==> src/rtl/issue_mul_fifo_pkg.sv <==
// issue_mul_fifo_pkg
//   Shared types for the issue -> execute_mul buffer.
//   issue_execute_pack_t : entry handed from issue to execute_mul.
//   issue_mul_fifo_ptr_t : read/write pointer type (index bits plus one wrap bit),
//                          sized from ISSUE_MUL_FIFO_DEPTH.
package issue_mul_fifo_pkg;

    typedef struct packed {
        logic        enable;
        logic [5:0]  rob_id;
        logic [3:0]  uop;
        logic [31:0] src1;
        logic [31:0] src2;
    } issue_execute_pack_t;

    localparam int ISSUE_MUL_FIFO_DEPTH = 4;
    localparam int ISSUE_MUL_FIFO_PTR_W = $clog2(ISSUE_MUL_FIFO_DEPTH) + 1;

    typedef logic [ISSUE_MUL_FIFO_PTR_W-1:0] issue_mul_fifo_ptr_t;

endpackage

==> src/rtl/issue_mul_fifo_if.sv <==
// issue_mul_fifo_if
//   Bundles the buffer's enqueue, dequeue, flush and status signals.
//   master : issue / execute_mul / commit side (drives data_in, push, pop, flush)
//   slave  : the FIFO itself (drives full, almost_full, count, data_out, data_out_valid)
//   Handshake: an entry moves on a rising edge when push && !full (enqueue) or
//   pop && data_out_valid (dequeue); flush overrides both in the same cycle.
interface issue_mul_fifo_if
    import issue_mul_fifo_pkg::*;
#(
    parameter int DEPTH = ISSUE_MUL_FIFO_DEPTH
);
    issue_execute_pack_t     issue_mul_fifo_data_in;
    logic                    issue_mul_fifo_push;
    logic                    issue_mul_fifo_full;
    logic                    issue_mul_fifo_almost_full;
    logic [$clog2(DEPTH):0]  issue_mul_fifo_count;
    issue_execute_pack_t     issue_mul_fifo_data_out;
    logic                    issue_mul_fifo_data_out_valid;
    logic                    issue_mul_fifo_pop;
    logic                    issue_mul_fifo_flush;

    modport master (
        output issue_mul_fifo_data_in, issue_mul_fifo_push,
               issue_mul_fifo_pop, issue_mul_fifo_flush,
        input  issue_mul_fifo_full, issue_mul_fifo_almost_full, issue_mul_fifo_count,
               issue_mul_fifo_data_out, issue_mul_fifo_data_out_valid
    );

    modport slave (
        input  issue_mul_fifo_data_in, issue_mul_fifo_push,
               issue_mul_fifo_pop, issue_mul_fifo_flush,
        output issue_mul_fifo_full, issue_mul_fifo_almost_full, issue_mul_fifo_count,
               issue_mul_fifo_data_out, issue_mul_fifo_data_out_valid
    );
endinterface

==> src/rtl/issue_mul_fifo_ptr_ctrl.sv <==
// fifo_ptr_ctrl
//   Owns the read/write pointers of issue_mul_fifo and derives empty, full,
//   almost_full and occupancy from them. Flush and reset return both pointers to 0.
//   Ports: clk, rst (async, active-low), push, pop, flush in;
//          wr_en, wr_idx, rd_idx, empty, full, almost_full, count out.
module fifo_ptr_ctrl #(
    parameter int DEPTH          = 4,
    parameter int ALMOST_FULL_TH = DEPTH - 1,
    localparam int IW            = $clog2(DEPTH),
    localparam int PW            = IW + 1
) (
    input  logic          clk,
    input  logic          rst,
    input  logic          push,
    input  logic          pop,
    input  logic          flush,
    output logic          wr_en,
    output logic [IW-1:0] wr_idx,
    output logic [IW-1:0] rd_idx,
    output logic          empty,
    output logic          full,
    output logic          almost_full,
    output logic [PW-1:0] count
);
    localparam logic [PW-1:0] TH = PW'(ALMOST_FULL_TH);

    logic [PW-1:0] wptr;
    logic [PW-1:0] rptr;
    logic          push_ok;
    logic          pop_ok;

    assign empty       = (wptr == rptr);
    assign full        = (wptr[IW-1:0] == rptr[IW-1:0]) && (wptr[IW] != rptr[IW]);
    assign count       = wptr - rptr;   // wraps naturally modulo 2^PW
    assign almost_full = (count >= TH);

    // full/empty are registered-state decisions: no pop look-through on full,
    // and a push into an empty buffer is never popped in the same cycle.
    assign push_ok = push && !full;
    assign pop_ok  = pop && !empty;
    assign wr_en   = push_ok && !flush;
    assign wr_idx  = wptr[IW-1:0];
    assign rd_idx  = rptr[IW-1:0];

    always_ff @(posedge clk or negedge rst) begin
        if (!rst) begin
            wptr <= '0;
            rptr <= '0;
        end else if (flush) begin
            wptr <= '0;
            rptr <= '0;
        end else begin
            if (push_ok) wptr <= wptr + PW'(1);
            if (pop_ok)  rptr <= rptr + PW'(1);
        end
    end
endmodule

==> src/rtl/issue_mul_fifo.sv <==
// issue_mul_fifo
//   In-order first-word-fall-through buffer between issue and execute_mul.
//   The head entry is presented combinationally; execute_mul pops it in the
//   cycle it consumes it. A commit flush discards all entries.
//   Ports: clk, rst (async, active-low), fifo (issue_mul_fifo_if.slave).
//   Optional build macro ISSUE_MUL_FIFO_CHECK_EN adds protocol assertions and a
//   sticky protocol_error register; behaviour is otherwise identical.
module issue_mul_fifo
    import issue_mul_fifo_pkg::*;
#(
    parameter int DEPTH          = ISSUE_MUL_FIFO_DEPTH,
    parameter int ALMOST_FULL_TH = DEPTH - 1
) (
    input  logic               clk,
    input  logic               rst,
    issue_mul_fifo_if.slave    fifo
);
    localparam int IW = $clog2(DEPTH);

    issue_execute_pack_t mem [DEPTH];

    logic          wr_en;
    logic [IW-1:0] wr_idx;
    logic [IW-1:0] rd_idx;
    logic          empty;

    fifo_ptr_ctrl #(
        .DEPTH          (DEPTH),
        .ALMOST_FULL_TH (ALMOST_FULL_TH)
    ) u_ptr (
        .clk         (clk),
        .rst         (rst),
        .push        (fifo.issue_mul_fifo_push),
        .pop         (fifo.issue_mul_fifo_pop),
        .flush       (fifo.issue_mul_fifo_flush),
        .wr_en       (wr_en),
        .wr_idx      (wr_idx),
        .rd_idx      (rd_idx),
        .empty       (empty),
        .full        (fifo.issue_mul_fifo_full),
        .almost_full (fifo.issue_mul_fifo_almost_full),
        .count       (fifo.issue_mul_fifo_count)
    );

    always_ff @(posedge clk or negedge rst) begin
        if (!rst) begin
            for (int i = 0; i < DEPTH; i++) mem[i] <= '0;
        end else if (wr_en) begin
            mem[wr_idx] <= fifo.issue_mul_fifo_data_in;
        end
    end

    // Stale storage after a flush is hidden by the empty gate.
    assign fifo.issue_mul_fifo_data_out       = empty ? '0 : mem[rd_idx];
    assign fifo.issue_mul_fifo_data_out_valid = !empty;

`ifdef ISSUE_MUL_FIFO_CHECK_EN
    logic protocol_error;
    logic bad_push;
    logic bad_pop;
    logic bad_flush;

    assign bad_push  = fifo.issue_mul_fifo_push && fifo.issue_mul_fifo_full;
    assign bad_pop   = fifo.issue_mul_fifo_pop && empty;
    assign bad_flush = fifo.issue_mul_fifo_flush &&
                       (fifo.issue_mul_fifo_push || fifo.issue_mul_fifo_pop);

    always_ff @(posedge clk or negedge rst) begin
        if (!rst)                                protocol_error <= 1'b0;
        else if (bad_push || bad_pop || bad_flush) protocol_error <= 1'b1;
    end

    always @(posedge clk) begin
        if (rst) begin
            assert (!bad_push)  else $error("issue_mul_fifo: push while full");
            assert (!bad_pop)   else $error("issue_mul_fifo: pop while empty");
            assert (!bad_flush) else $error("issue_mul_fifo: push/pop with flush");
        end
    end
`endif
endmodule

==> src/flat_wrapper.sv <==
// flat-port wrapper written by rule: the top's interface ports become plain ports
module issue_mul_fifo_flat import issue_mul_fifo_pkg::*;
#(
    parameter int DEPTH          = ISSUE_MUL_FIFO_DEPTH,
    parameter int ALMOST_FULL_TH = DEPTH - 1
)
  (clk, rst, fifo_issue_mul_fifo_data_in, fifo_issue_mul_fifo_push, fifo_issue_mul_fifo_pop, fifo_issue_mul_fifo_flush, fifo_issue_mul_fifo_full, fifo_issue_mul_fifo_almost_full, fifo_issue_mul_fifo_count, fifo_issue_mul_fifo_data_out, fifo_issue_mul_fifo_data_out_valid);
  issue_mul_fifo_if #(.DEPTH(DEPTH)) fifo_i ();
  input  logic clk;
  input  logic rst;
  input wire logic [$bits(fifo_i.issue_mul_fifo_data_in)-1:0] fifo_issue_mul_fifo_data_in;
  input wire logic [$bits(fifo_i.issue_mul_fifo_push)-1:0] fifo_issue_mul_fifo_push;
  input wire logic [$bits(fifo_i.issue_mul_fifo_pop)-1:0] fifo_issue_mul_fifo_pop;
  input wire logic [$bits(fifo_i.issue_mul_fifo_flush)-1:0] fifo_issue_mul_fifo_flush;
  output wire logic [$bits(fifo_i.issue_mul_fifo_full)-1:0] fifo_issue_mul_fifo_full;
  output wire logic [$bits(fifo_i.issue_mul_fifo_almost_full)-1:0] fifo_issue_mul_fifo_almost_full;
  output wire logic [$bits(fifo_i.issue_mul_fifo_count)-1:0] fifo_issue_mul_fifo_count;
  output wire logic [$bits(fifo_i.issue_mul_fifo_data_out)-1:0] fifo_issue_mul_fifo_data_out;
  output wire logic [$bits(fifo_i.issue_mul_fifo_data_out_valid)-1:0] fifo_issue_mul_fifo_data_out_valid;
  assign fifo_i.issue_mul_fifo_data_in = fifo_issue_mul_fifo_data_in;
  assign fifo_i.issue_mul_fifo_push = fifo_issue_mul_fifo_push;
  assign fifo_i.issue_mul_fifo_pop = fifo_issue_mul_fifo_pop;
  assign fifo_i.issue_mul_fifo_flush = fifo_issue_mul_fifo_flush;
  assign fifo_issue_mul_fifo_full = fifo_i.issue_mul_fifo_full;
  assign fifo_issue_mul_fifo_almost_full = fifo_i.issue_mul_fifo_almost_full;
  assign fifo_issue_mul_fifo_count = fifo_i.issue_mul_fifo_count;
  assign fifo_issue_mul_fifo_data_out = fifo_i.issue_mul_fifo_data_out;
  assign fifo_issue_mul_fifo_data_out_valid = fifo_i.issue_mul_fifo_data_out_valid;
  issue_mul_fifo #(.DEPTH(DEPTH), .ALMOST_FULL_TH(ALMOST_FULL_TH)) u_core (.clk(clk), .rst(rst), .fifo(fifo_i));
endmodule
==> config.mk <==
export PLATFORM = sky130hd
export DESIGN_NAME = issue_mul_fifo_flat
export DESIGN_NICKNAME = d
export VERILOG_FILES = /design/src/rtl/issue_mul_fifo_pkg.sv /design/src/rtl/issue_mul_fifo_if.sv /design/src/rtl/issue_mul_fifo_ptr_ctrl.sv /design/src/rtl/issue_mul_fifo.sv /design/src/flat_wrapper.sv
export SDC_FILE = /design/constraint.sdc
export NUM_CORES = 1
export LEC_CHECK = 0
export CAP_MARGIN = 20
export CORE_UTILIZATION = 60
export DETAILED_ROUTE_END_ITERATION = 10
export PLACE_DENSITY = 0.84
export SYNTH_ARGS = -nofsm -noshare
export SYNTH_HDL_FRONTEND = slang
export SYNTH_SLANG_ARGS = --single-unit
==> constraint.sdc <==
create_clock -name clk -period 7.44 [get_ports clk]
set_input_delay 1.116 -clock clk [delete_from_list [all_inputs] [get_ports clk]]
set_output_delay 1.116 -clock clk [all_outputs]
set_load 0.01 [all_outputs]
### After elaboration in Yosys (flattened, before gate mapping)

Cells that the tools add are included.

* logic and storage cells: 55
* output and inout port bits: 81
* flip-flop bits (word level): 306
* input port bits: 80

* reductions and logical operators: 10
* $add $sub $neg: 3
* muxes and demuxes: 11
* equal/unequal tests: 3
* order comparisons: 4
* bitwise logic cells: 2

Operators by type and width (number)
* bitwise mux 300 bit: 1
* 2-to-1 mux 75 bit: 4
* binary-select mux 75 bit (select 2 bit): 1
* demux 75 bit (select 2 bit): 1
* 2-to-1 mux 3 bit: 4
* adder 3 x 1 -> 3 bit, second input constant: 2
* >= comparator 3 bit, second input constant: 2
* NOT 2 -> 3 bit: 2
* logical AND 1 bit: 5
* nonzero test 2 bit: 2
* == test 3 bit: 1
* >= comparator 3 x 2 -> 1 bit, second input constant: 1
* logical NOT 1 bit: 3
* less-than comparator 3 x 1 -> 1 bit, second input constant: 1
* subtractor 3 bit: 1
* == test 2 bit: 1
* inequality test 1 bit: 1

### Logic depth before layout (Yosys ltp)

Gate-level depths: netlist of the first run.

* depth in word-level cells: 6
* gate-level depth with buffers: 9
* gate-level depth less buffers: 6

### By module

From an unflattened synthesis of the first run, not the netlist that was laid out.

* cells, all modules: 957
* area total of the unflattened synthesis: 13774.5 um^2

By module, submodules not included
* issue_mul_fifo: times used 1, area an instance 13242.7 um^2, cells each 897, sequential area each 7507.2 um^2
* fifo_ptr_ctrl: times used 1, area an instance 531.8 um^2, cells each 60, sequential area each 150.1 um^2

### Worst setup path before layout of the first run

Ideal clock, no wire load.

* kind: flip-flop to output port
* start point: reg u_core.u_ptr.rptr[1]
* end point: out fifo_issue_mul_fifo_data_out[35]
* path buffers: 4
* path slack: 4071 ps
* data required time: 6324 ps
* cell stages (with the launch flop): 10
* arrival time: 2253 ps
* cells stage by stage: dfrtp_1 > buf_2 > buf_1 > inv_1 > ha_1 > and2_1 > nand2_1 > clkbuf_1 > clkbuf_1 > and2_1

* longest elaborated chain between the ends: 5
* elaborated cells on any way between the ends: 6
* classes of those cells: eq/ne (1); mux (4); bitwise (1)

Ends and longest elaborated chain
* from (decl): line issue_mul_fifo_ptr_ctrl.sv:28 `logic [PW-1:0] rptr;`
* from (signal assigned): line issue_mul_fifo_ptr_ctrl.sv:54 `if (pop_ok) rptr <= rptr + PW'(1);`
* NOT 2 -> 3 bit (implied by the code): line issue_mul_fifo.sv:54 `assign fifo.issue_mul_fifo_data_out = empty ? '0 : mem[rd_idx];`
* binary-select mux 75 bit (select 2 bit): line issue_mul_fifo.sv:54
* 2-to-1 mux 75 bit (implied by the code) (2 in series): line issue_mul_fifo.sv:54
* 2-to-1 mux 75 bit (*): line issue_mul_fifo.sv:54
* to (decl): line flat_wrapper.sv:18 `output wire logic [$bits(fifo_i.issue_mul_fifo_data_out)-1:0] fifo_issue_mul_fifo_data_out;`

Mark *: on every way between the ends. The rest lies on a longest branch, timed or not. The select of a mux whose other input is x is not followed.

### Worst setup path after layout of the first run

* start point: reg u_core.u_ptr.rptr[1]
* end point: out fifo_issue_mul_fifo_data_out[43]

The elaborated chain is that of the path after synthesis.

==> out/results.ini, run 1 <==
[synthesis]
synth.most_common_cell=dfrtp_1
synth.top_cells.by_area=dfrtp_1 52%, mux2_4 20%, mux4_2 11%
syn-num-nets=951
synth-simple-area-share_pct=3.51
ys.flop_type=dfrtp_1
synth_xor_area_share_pct=0.229
synth_cell_types=29
synthTopCellsByCount=306 x dfrtp_1, 200 x mux2_4, 102 x mux2_2
synth_cells=863
synthMuxAreaShare_pct=39.6
synth-compound-area-share_pct=1.02
synth_top_area_cell=dfrtp_1
yosys.area.top_type_share_pct=51.9
synth_edf_count=0
synth_warnings=0
avgSynthCellArea_um2=17.1
ys_ff_latch=306
synth_seq_area_share_pct=51.9
syn_area_um2=14800
synthAdderAreaFrac_pct=0.729
synthArstFlopShare_pct=100
synth_top_family_by_area=multiplexers

[clock_network]
cts_buffer_depth=3
cts_made_buffers=34
path_clk_slew_ns=0.06
clock_sinks=306
htreeDepth=2
clk_latency_ns=0.51
postCtsSetupBuffers=0
cts_resized=0
hold_buffers=0
clockRootBuffer=clkbuf_16
tritoncts=built

[timing]
final-setup-viol-count=0
slew_headroom_pct=35.1
finalCriticalPeriod_ns=4.89
skew_ns=0.00963
hold_viol=0
rsz0062_at_grt=false
tightest_slew_ns=0.974
final_max_slew_viol_count=0
tns_ns=0
clock.fmax_mhz=205
post-route-period-util_pct=65.7

[flow_run]
cap_violations=0

[floorplan]
initial_core_util_pct=60.9
die_w_um=159
io_pins=161
std_cell_rows=57
core_um2=24200
die_h_um=159
die_area_um2=25200

[drt]
drc=0
postRouteAntennaNets=0
wl_mm=29.7
drt_iter0_markers=469
dr.pass1.iters=4
vias_per_cell=5.84
wl_per_cell_um=21.9
num_vias=7939

[setup_path]
cpMostUsedCell=and2_1
setup.worst_path.class=reg -> out
required_ns=6.32
cp-end-kind=output port
path_buf_inv=3
path_delay_family=buffers and inverters
cp_slowest_cell=dfrtp_4
cp-start-kind=flip-flop
worst_ep_arrival_time_ns=3.77
crit_fanout=52
slowest_delay_ns=0.83
path_cells=inv_1, ha_1, and2_1, nand2_2, buf_4, and2_1, clkdlybuf4s50_1

[power_and_ir_drop]
leakage_nw=7.61
ir_drop_mv=0.255
power_density_nw_per_um2=375

[global_route]
grt_start_max_net_pins=80
grt_pass1_wl_mm=49.9
grtUsageTotal_pct=25.0
overflow=0
grt_pass1_vias=8754
grt_antenna_before_repair=1

[placement]
dpl_cell_area_um2=16500
portBuffers=160
globalplace.congestion=0.803
dp_hpwl_mm=17.4

[outcome]
status=finished, final reports clean

[cells_and_area]
nets=1099
final_area_um2=17600
num_antenna_cells=0
fill_cells=1543
syn2layout_area_growth_pct=19.4
final_layout_size_suffix_gt1_share_pct=43.4

[worst_hold_path]
hold_path_class=reg -> reg

worst paths after layout:
path / from / depth (start not counted) / end / slack [ns]
worst min register to register: u_core.mem[147] / 1 / u_core.mem[147] / 0.50
min in group asynchronous: rst / 1 / u_core.mem[162] / 0.57
worst max-delay path: u_core.u_ptr.rptr[1] / 7 / fifo_issue_mul_fifo_data_out[43] / 2.55
worst max register to register: u_core.u_ptr.rptr[1] / 6 / u_core.mem[288] / 3.72
max in group asynchronous: rst / 2 / u_core.mem[195] / 5.44
worst min-delay path: u_core.mem[147] / 1 / u_core.mem[147] / 0.50
cell usage in the layout, fill, tap and decap left out, types with 3 or more instances in the layout:
master             n
dfrtp_1          304
mux2_4           200
clkdlybuf4s50_1  159
mux2_2           102
and2_1            76
mux4_2            75
clkbuf_16         37
buf_4             10
clkinv_2           9
clkbuf_1           8
inv_1              7
ha_1               7
nor2_1             5
o2111a_4           4
clkbuf_8           4
o2111ai_1          3
cells by family after synthesis:
group,Yosys count
multiplexers,377
flip-flops,306
AND/OR/NAND/NOR,86
buffers and inverters,66
AO/OA/AOI/OAI,17
adder cells (fa/ha/maj),8
XOR/XNOR,3
stage by stage:
| stage | hold slack (ns) | worst slack, ns | utilization [%] | total power, mW | instances |
|---|---|---|---|---|---|
| finish | 0.502 | 2.55 | 72.7 | 6.61 | 1360 |
| global route | 0.514 | 2.30 | 72.7 | 6.94 | 1360 |
| CTS | 0.505 | 2.49 | 72.5 | 6.67 | 1359 |
| detailed placement | 0.489 | 3.07 | 67.9 | 4.94 | 1298 |
| global placement | 0.484 | 3.14 | 67.9 | 4.86 | 1298 |
| floorplan | 0.475 | 4.07 | - | 4.09 | 863 |
registers in the layout, indices dropped and copies added (netlist names):
name	cells
u_core.u_ptr.rptr	3
u_core.u_ptr.wptr	3
u_core.mem	300
metal layers:
layer / wire length [µm] / vias to the layer above / GRT usage [%]
met5: 12 / - / 0
met2: 14600 / 174 / 40.1
met1: 13300 / 4268 / 35.3
met3: 1260 / 44 / 4.89
li1: - / 3451 / -
met4: 574 / 2 / 6.18
power by group:
group	switching (mW)	internal, mW
Combinational	0.753	1.54
Sequential	0.379	2.26
Clock	0.659	1.02
cell type report:
type	count	area [µm²]	share of cell area [%]
timing repair buffer	171	1710	9.70
multi-input combinational	491	6690	38.0
inverter	7	26.3	0.149
clock inverter	12	113	0.639
sequential	306	7660	43.5
clock buffer	49	1010	5.74
tap	324	405	2.30
worst register-to-register path: stages, from the launching register on:
cell	delay [ns]
dfrtp_4	0.83
inv_1	0.20
ha_1	0.33
nand2_1	0.30
o2111a_4	0.82
buf_4	0.69
mux2_2	0.43
Note: power is estimated with default switching activity, not from simulation.
==> run 2, diff against run 1 <==
--- a/config.mk
+++ b/config.mk
@@ -6,9 +6,9 @@
 export NUM_CORES = 1
 export LEC_CHECK = 0
 export CAP_MARGIN = 20
-export CORE_UTILIZATION = 60
+export CORE_UTILIZATION = 51
 export DETAILED_ROUTE_END_ITERATION = 10
-export PLACE_DENSITY = 0.84
+export PLACE_DENSITY = 0.76
 export SYNTH_ARGS = -nofsm -noshare
 export SYNTH_HDL_FRONTEND = slang
 export SYNTH_SLANG_ARGS = --single-unit
==> constraint.sdc (replaced) <==
create_clock -name clk -period 4.45 [get_ports clk]
set_input_delay 0.6675 -clock clk [delete_from_list [all_inputs] [get_ports clk]]
set_output_delay 0.6675 -clock clk [all_outputs]
set_load 0.01 [all_outputs]
==> out/results.ini, run 2 (synthesis results as in run 1) <==
[setup_path]
path_delay_family=buffers and inverters
cp-start-kind=flip-flop
path_cells=buf_4, buf_4, mux4_2, and2_1, clkdlybuf4s50_1
cp_slowest_cell=buf_4
reg2reg_slack_ns=1.71  ; -2.01 ns
r2r_cells=6  ; unchanged
required_ns=3.78  ; -2.54 ns
path_buf_inv=3  ; unchanged
cp.depth=5  ; -2
critPathLaunch=u_core.u_ptr.rptr[1]
cpMostUsedCell=buf_4
crit_path_end=fifo_issue_mul_fifo_data_out[64]
setup.worst_path.class=reg -> out
timing.rr.end=u_core.mem[109]
crit_fanout=43  ; -17%
slowest_delay_ns=0.65  ; -0.18 ns
cp-end-kind=output port
r2r_start=u_core.u_ptr.wptr[0]
worst_ep_arrival_time_ns=3.14  ; -0.63 ns

[clock_network]
clockRootBuffer=clkbuf_16
clk_latency_ns=0.50  ; about the same
postCtsSetupBuffers=0  ; unchanged
clock_sinks=306  ; unchanged
hold_buffers=0  ; unchanged
cts_resized=0  ; unchanged
cts_buffer_depth=3  ; unchanged
htreeDepth=2  ; unchanged
tritoncts=built
path_clk_slew_ns=0.06  ; about the same
cts_made_buffers=34  ; unchanged

[cells_and_area]
syn2layout_area_growth_pct=20.5
final_area_um2=17800  ; +0.97%
nets=1107  ; +0.73%
largest_registers=u_core.mem x300, u_core.u_ptr.rptr x3, u_core.u_ptr.wptr x3
final_layout_size_suffix_gt1_share_pct=43.8  ; +0.38 points
layout_common_cells=304 x dfrtp_1, 200 x mux2_4, 159 x clkdlybuf4s50_1, 102 x mux2_2, 76 x and2_1
largest_register_ffs=300  ; unchanged
final_cells=1422  ; +4.6%
regMostFlops=u_core.mem
layout_commonest_cell=dfrtp_1

[floorplan]
std_cell_rows=61  ; +7.0%
die_w_um=172  ; +8.4%
die_h_um=172  ; +8.4%
core_um2=28100  ; +16%
die_area_um2=29600  ; +17%
io_pins=161  ; unchanged
initial_core_util_pct=52.5  ; -8.3 points

[drt]
wl_mm=30.0  ; +1.0%
drc=0  ; unchanged
num_vias=7864  ; -0.94%
vias_per_cell=5.53  ; -5.3%
postRouteAntennaNets=0  ; unchanged
wl_per_cell_um=21.1  ; -3.4%
dr.pass1.iters=4  ; unchanged
drt_iter0_markers=389  ; -17%

[placement]
dpl_cell_area_um2=16700  ; +1.3%
dp.cells=1361  ; +4.9%
globalplace.congestion=0.728  ; -9.4%
dp_worst_setup_slack_ns=1.11  ; -1.96 ns
portBuffers=160  ; unchanged
dp_hpwl_mm=18.2  ; +4.2%

[timing]
finalCriticalPeriod_ns=3.81
final-setup-viol-count=0  ; unchanged
clock.fmax_mhz=262
final_max_slew_viol_count=0  ; unchanged
fin_ws_ns=0.640  ; -1.91 ns
post-route-period-util_pct=85.6
rsz0062_at_grt=false
tightest_slew_ns=0.913  ; -0.0606 ns
tns_ns=0  ; unchanged
hold_viol=0  ; unchanged
skew_ns=0.0152  ; +0.00559 ns
slew_headroom_pct=39.1  ; +4.0 points

[power_and_ir_drop]
leakage_nw=7.64  ; +0.44%
ir_drop_mv=0.380  ; +49%
power_density_nw_per_um2=619  ; +65%

[flow_run]
cap_violations=0  ; unchanged

[global_route]
grtUsageTotal_pct=21.1  ; -3.9 points
grt_pass1_vias=8488  ; -3.0%
overflow=0  ; unchanged
grt_start_max_net_pins=111  ; +39%
grt_pass1_wl_mm=48.2  ; -3.3%
grt_antenna_before_repair=2  ; +1

[worst_hold_path]
hold_path_class=in -> async

[outcome]
status=finished, final reports clean

run 2: changes by cell type in the layout (fill, tap and decap cells not counted), sizes merged:
cell / delta
clkinv: -5
bufinv: -1
clkbuf: +2
clkinvlp: +2
buf: +8
inv: +1
diode: +1
run 2: metrics by stage:
step,power (mW),utilization (%),hold slack [ns]
after floorplan,6.84,-,0.372
after global placement,8.20,59.4,0.484
after detailed placement,8.31,59.4,0.490
after CTS,11.1,63.3,0.264
after global routing,11.6,63.3,0.279
final,11.0,63.3,0.227
run 2: area by class of cell:
cell class,count,area (µm²)
well taps,378,473
repair buffers,179,1820
diodes,1,2.50
inverters,7,26.3
clock inverters,9,92.6
clock buffers,51,1020
multi-input cells,491,6690
fillers,2067,10300
flip-flops and latches,306,7660
run 2: how the worst min path moves through the flow:
stage,startpoint,to,slack [ns],cells past startpoint
2_1_floorplan,rst,u_core.mem[0],0.37,0
3_3_place_gp,u_core.mem[109],u_core.mem[109],0.48,1
3_5_place_dp,u_core.mem[21],u_core.mem[21],0.49,1
4_1_cts,rst,u_core.mem[237],0.26,1
5_1_grt,rst,u_core.mem[237],0.28,1
6_report,rst,u_core.mem[237],0.23,1
run 2: routing by layer:
layer  wire length (µm)  share of wire [%]  track usage (%)
met5                 13              0.043                0
met4                570                1.9             5.23
met3               1300                4.3             3.82
met2              14200                 47             33.3
met1              14000                 46             30.4
run 2: power by group:
group,switching (mW),leakage (nW),internal (mW)
Combinational,1.34,3.29,2.60
Sequential,0.534,3.82,3.78
Clock,1.12,0.536,1.64
